$ cat src/rtl/cache_controller_if.sv
// ============================================================================
// cache_controller_if : CPU-side and refill-side bus of the cache controller
// Rev 1.0
// ============================================================================
`default_nettype none

interface cache_controller_if;
  logic         cpu_req;
  logic [31:0]  cpu_addr;
  logic         flush;
  logic [31:0]  cpu_rdata;
  logic         cpu_ready;
  logic         busy;
  logic [31:0]  mem_addr;
  logic [127:0] mem_rdata;

  modport slave (
    input  cpu_req, cpu_addr, flush, mem_rdata,
    output cpu_rdata, cpu_ready, busy, mem_addr
  );

  modport master (
    output cpu_req, cpu_addr, flush, mem_rdata,
    input  cpu_rdata, cpu_ready, busy, mem_addr
  );
endinterface

`default_nettype wire

$ cat src/rtl/cache_controller.sv
// ============================================================================
// cache_controller : direct-mapped read-only cache, 16-byte lines, fixed-latency refill
// Rev 1.0
// ============================================================================
`default_nettype none

module cache_controller #(
  parameter int MEM_LATENCY = 1,
  parameter int INDEX_BITS  = 3
) (
  input  logic                clk,
  input  logic                rst_n,
  cache_controller_if.slave   bus,
  output logic [15:0]         hit_count,
  output logic [15:0]         miss_count
);

  localparam int         LINES    = 1 << INDEX_BITS;
  localparam int         TAG_BITS = 32 - INDEX_BITS - 4;
  localparam logic [3:0] LATENCY  = 4'(MEM_LATENCY);

  typedef enum logic [1:0] {
    IDLE   = 2'd0,
    LOOKUP = 2'd1,
    FETCH  = 2'd2,
    FILL   = 2'd3
  } state_t;

  state_t                  state;
  logic [31:2]             req_addr;
  logic [LINES-1:0]        valid;
  logic [TAG_BITS-1:0]     tag_mem  [LINES];
  logic [127:0]            data_mem [LINES];
  logic [3:0]              wait_cnt;
  logic [31:0]             rdata;
  logic                    ready;
  logic [31:0]             maddr;
  logic [15:0]             hit_cnt;
  logic [15:0]             miss_cnt;

  logic [INDEX_BITS-1:0]   req_index;
  logic [TAG_BITS-1:0]     req_tag;
  logic [1:0]              req_word;
  logic                    line_hit;
  logic                    unused_addr_bits;

  assign req_index = req_addr[INDEX_BITS+3:4];
  assign req_tag   = req_addr[31:INDEX_BITS+4];
  assign req_word  = req_addr[3:2];
  assign line_hit  = valid[req_index] && (tag_mem[req_index] == req_tag);

  assign unused_addr_bits = ^bus.cpu_addr[1:0];

  assign bus.cpu_rdata = rdata;
  assign bus.cpu_ready = ready;
  assign bus.mem_addr  = maddr;
  assign bus.busy      = (state != IDLE);
  assign hit_count     = hit_cnt;
  assign miss_count    = miss_cnt;

  always_ff @(posedge clk or negedge rst_n) begin
    if (!rst_n) begin
      state    <= IDLE;
      req_addr <= '0;
      valid    <= '0;
      wait_cnt <= '0;
      rdata    <= '0;
      ready    <= 1'b0;
      maddr    <= '0;
      hit_cnt  <= '0;
      miss_cnt <= '0;
    end else begin
      ready <= 1'b0;
      case (state)
        IDLE: begin
          // flush wins over a simultaneous request, which is dropped
          if (bus.flush) begin
            valid <= '0;
          end else if (bus.cpu_req) begin
            req_addr <= bus.cpu_addr[31:2];
            state    <= LOOKUP;
          end
        end
        LOOKUP: begin
          if (line_hit) begin
            rdata <= data_mem[req_index][32*req_word +: 32];
            ready <= 1'b1;
            if (hit_cnt != 16'hFFFF) hit_cnt <= hit_cnt + 16'd1;
            state <= IDLE;
          end else begin
            if (miss_cnt != 16'hFFFF) miss_cnt <= miss_cnt + 16'd1;
            maddr    <= {req_addr[31:4], 4'b0000};
            wait_cnt <= LATENCY;
            state    <= FETCH;
          end
        end
        FETCH: begin
          if (wait_cnt <= 4'd1) begin
            wait_cnt <= '0;
            state    <= FILL;
          end else begin
            wait_cnt <= wait_cnt - 4'd1;
          end
        end
        FILL: begin
          valid[req_index] <= 1'b1;
          rdata            <= bus.mem_rdata[32*req_word +: 32];
          ready            <= 1'b1;
          state            <= IDLE;
        end
        default: state <= IDLE;
      endcase
    end
  end

  // Payload arrays are not reset; the valid bits alone gate their use.
  always_ff @(posedge clk) begin
    if (state == FILL) begin
      tag_mem[req_index]  <= req_tag;
      data_mem[req_index] <= bus.mem_rdata;
    end
  end

endmodule

`default_nettype wire

$ cat src/flat_wrapper.sv
// flat-port wrapper written by rule: the top's interface ports become plain ports
module cache_controller_flat 
#(
  parameter int MEM_LATENCY = 1,
  parameter int INDEX_BITS  = 3
)
  (clk, rst_n, hit_count, miss_count, bus_cpu_req, bus_cpu_addr, bus_flush, bus_mem_rdata, bus_cpu_rdata, bus_cpu_ready, bus_busy, bus_mem_addr);
  cache_controller_if bus_i ();
  input  logic clk;
  input  logic rst_n;
  output logic [15:0] hit_count;
  output logic [15:0] miss_count;
  input wire logic [$bits(bus_i.cpu_req)-1:0] bus_cpu_req;
  input wire logic [$bits(bus_i.cpu_addr)-1:0] bus_cpu_addr;
  input wire logic [$bits(bus_i.flush)-1:0] bus_flush;
  input wire logic [$bits(bus_i.mem_rdata)-1:0] bus_mem_rdata;
  output wire logic [$bits(bus_i.cpu_rdata)-1:0] bus_cpu_rdata;
  output wire logic [$bits(bus_i.cpu_ready)-1:0] bus_cpu_ready;
  output wire logic [$bits(bus_i.busy)-1:0] bus_busy;
  output wire logic [$bits(bus_i.mem_addr)-1:0] bus_mem_addr;
  assign bus_i.cpu_req = bus_cpu_req;
  assign bus_i.cpu_addr = bus_cpu_addr;
  assign bus_i.flush = bus_flush;
  assign bus_i.mem_rdata = bus_mem_rdata;
  assign bus_cpu_rdata = bus_i.cpu_rdata;
  assign bus_cpu_ready = bus_i.cpu_ready;
  assign bus_busy = bus_i.busy;
  assign bus_mem_addr = bus_i.mem_addr;
  cache_controller #(.MEM_LATENCY(MEM_LATENCY), .INDEX_BITS(INDEX_BITS)) u_core (.clk(clk), .rst_n(rst_n), .bus(bus_i), .hit_count(hit_count), .miss_count(miss_count));
endmodule
$ cat config.mk
export PLATFORM = sky130hd
export DESIGN_NAME = cache_controller_flat
export DESIGN_NICKNAME = d
export VERILOG_FILES = /design/src/rtl/cache_controller_if.sv /design/src/rtl/cache_controller.sv /design/src/flat_wrapper.sv
export SDC_FILE = /design/constraint.sdc
export NUM_CORES = 2
export LEC_CHECK = 0
export ABC_CLOCK_PERIOD_IN_PS = 17100
export CORE_MARGIN = 4
export CORE_UTILIZATION = 40
export CTS_CLUSTER_DIAMETER = 150
export DETAILED_ROUTE_END_ITERATION = 10
export PLACE_DENSITY_LB_ADDON = 0.3
export SLEW_MARGIN = 20
export SYNTH_ARGS = -nofsm -noshare
export SYNTH_HDL_FRONTEND = slang
export SYNTH_SLANG_ARGS = --single-unit
$ cat constraint.sdc
create_clock -name clk -period 17.1 [get_ports clk]
set_clock_uncertainty 0.15 [all_clocks]
set_input_delay 3.42 -clock clk [delete_from_list [all_inputs] [get_ports clk]]
set_output_delay 3.42 -clock clk [all_outputs]
set_load 0.05 [all_outputs]
==> impl_metrics.json <==
{
  "finalSetupTns_ns": 0,
  "worstMarginPinSlew_ns": 1.070,
  "grt_usage": 0.2043,
  "layout_common_cells": "1224 x edfxtp_1, 254 x clkdlybuf4s50_1, 187 x nor2_1",
  "die_y_um": 375.0,
  "dr.max_layer_used": "met5",
  "min_path_type": "reg2reg",
  "insertion_delay_ns": 0.76,
  "antenna_found_initial": 37,
  "synth_xor_area_frac": 0.006992,
  "clock_path_buffers": 3,
  "stdcell_count": 5297,
  "end_kind": "output pin",
  "ys_types": 61,
  "seq_area_frac_synth": 0.7461,
  "outcome": "complete, no violations",
  "cts_tree": "built",
  "die_width_um": 375.0,
  "p_leak_nw": 20.79,
  "cts_resized": 0,
  "met2_length_um": 69460,
  "cp_max_fo": 9,
  "max-slew-margin-rel": 0.2865,
  "ctsHtreeMaxLevel": 4,
  "nets": 3563,
  "drt-pass1-iter-count": 6,
  "synth_simple_gate_area_frac": 0.03640,
  "hold_viol": 0,
  "cts.sink_count": 1361,
  "routedWlPerCell_um": 27.40,
  "rsz0062_at_grt": "false",
  "cts-root-buf": "clkbuf_16",
  "dp_cells": 5019,
  "critPathKind": "reg2out",
  "cts_hold_buf": 0,
  "synth_top_family_by_area": "multiplexers",
  "ys.warnings.count": 0,
  "finalCriticalPeriod_ns": 6.107,
  "drv_cap": 0,
  "synth-adder-area-share": 0.0009292,
  "grt_overflow_total": 0,
  "grt_pass1_wl_um": 210600,
  "via_per_inst": 5.720,
  "floorplan.initialDensity": 0.4031,
  "p_per_area_nw_per_um2": 171.8,
  "wirelength_met1_um": 61430,
  "slowest_stage": "clkdlybuf4s50_1",
  "dieArea_sq_um": 140600,
  "drt_wl_total_um": 145200,
  "cts_buffers": 142,
  "area_delta_synth_final_pct": 17.29,
  "async_flop_share": 0.1007,
  "synth-compound-area-share": 0.07582,
  "netlist_area_sq_um": 53860,
  "crit_required_ns": 13.53,
  "dp.final_hpwl_um": 79120,
  "routed-wl-met3_um": 11220,
  "ant_nets": 0,
  "ys.flop_type": "edfxtp_1",
  "core_sq_um": 133600,
  "path_cells": "inv_1 > nand2_1 > clkdlybuf4s50_1",
  "maxSlewViolCount": 0,
  "drc": 0,
  "crit_arrival_ns": 2.54,
  "synth_edf_count": 1224,
  "drive_gt1_frac": 0.1700,
  "netlist_instances": 3122,
  "max_freq_mhz": 163.8,
  "ios": 262,
  "ir_worst_vdd_v": 0.0001251,
  "synth.area.mux_share": 0.1147,
  "start_kind": "flop",
  "postCtsSetupBuffers": 0,
  "clkTransAtPathRegs_ns": 0.06,
  "setup_viol": 0,
  "avgSynthCellArea_sq_um": 17.25,
  "final_util": 0.4728,
  "place.port_buffers": 255,
  "synth-seq-cells": 1361,
  "finalCritPeriodShare": 0.3571,
  "first_global_vias": 30286,
  "vias": 30297,
  "dr.first_iter.drc_count": 3019,
  "final_common_cell": "edfxtp_1",
  "rows": 134,
  "max_stage_delay_ns": 0.82,
  "globalplace.congestion": 0.7315,
  "grt_max_degree": 119
}
-- through the flow --
step / hold slack (ns) / cell area (sq um) / total power, mW / setup slack, ns
after detailed placement: 0.3241 / 58450 / 7.859 / 11.15
final: 0.3320 / 63170 / 10.86 / 10.99
after global placement: 0.3173 / 58450 / 7.833 / 11.29
after floorplan: 0.3108 / 53870 / 6.597 / 3.807
after CTS: 0.3372 / 63130 / 10.94 / 10.92
after global routing: 0.3583 / 63140 / 11.32 / 10.88
-- layer usage --
| layer | vias to the layer above | track usage |
|---|---|---|
| li1 | 13085 | - |
| met4 | 26 | 0.05578 |
| met5 | - | 0 |
| met3 | 210 | 0.05060 |
| met1 | 15880 | 0.2794 |
| met2 | 1096 | 0.3275 |
-- final timing paths --
check	startpoint	end	slack [ns]	cells after the start
max reg2reg	u_core.req_addr[6]	u_core.bus.cpu_rdata[31]	11.16	11
min reg2reg	u_core.miss_count[9]	u_core.miss_count[9]	0.33	1
max	u_core.state[0]	bus_busy	10.99	3
min	u_core.miss_count[9]	u_core.miss_count[9]	0.33	1
max in group asynchronous	rst_n	u_core.req_addr[2]	12.45	3
min in group asynchronous	rst_n	u_core.req_addr[23]	2.46	1
-- flip-flops by register name (all words and copies together) (netlist names), named ones only --
| signal | flops |
|---|---|
| u_core.data_mem | 1024 |
| u_core.tag_mem | 200 |
| u_core.bus.cpu_rdata | 32 |
| u_core.req_addr | 30 |
| u_core.bus.mem_addr | 28 |
| u_core.hit_count | 16 |
| u_core.miss_count | 16 |
| u_core.valid | 8 |
| u_core.wait_cnt | 4 |
| u_core.bus.cpu_ready | 1 |
| u_core.state | 1 |
-- synthesized netlist by cell type (23+ instances only) --
master    count  share of area
edfxtp_1   1224           0.68
nor2_1      193          0.013
mux2i_1     162          0.030
mux2_2      155          0.032
nand2_1     144          0.010
dfrtp_1     137          0.064
a21oi_1     127          0.012
o21ai_0     125          0.012
a221oi_1    121          0.020
mux4_2      108          0.045
clkbuf_1    102         0.0071
buf_2        64         0.0059
a22oi_1      53         0.0074
a221o_1      41         0.0076
a31oi_1      26         0.0030
nor3_1       25         0.0023
xnor2_1      25         0.0041
mux2_1       23         0.0048
-- worst max-delay path, delay by kind of cell (launching register included) --
family,cells,cell delay (ns)
and+or+nand+nor,1,0.18
DFF,1,0.54
buffers and inverters,2,1.05
-- area by class of cell --
| type | instances | area [sq um] |
|---|---|---|
| Clock inverter | 58 | 618.1 |
| Antenna cell | 17 | 42.54 |
| Sequential cell | 1361 | 40200 |
| Tap cell | 1768 | 2212 |
| Multi-Input combinational cell | 1544 | 12800 |
| Fill cell | 11252 | 70450 |
| Timing Repair Buffer | 333 | 3189 |
| Inverter | 13 | 51.30 |
| Clock buffer | 203 | 4059 |
-- cells by family after synthesis --
logic type | count (synthesis)
mux | 456
xor+xnor | 43
other cells | 1
buf+inv | 220
compound gates | 589
fa+ha+maj | 4
simple gates | 448
flops | 1361
-- where the power goes --
part	internal, mW	switching [mW]	total (mW)
Clock	1.80	1.28	3.08
Combinational	1.33	2.19	3.52
Sequential	3.99	0.266	4.26
Power figures use the tool's default switching activity.
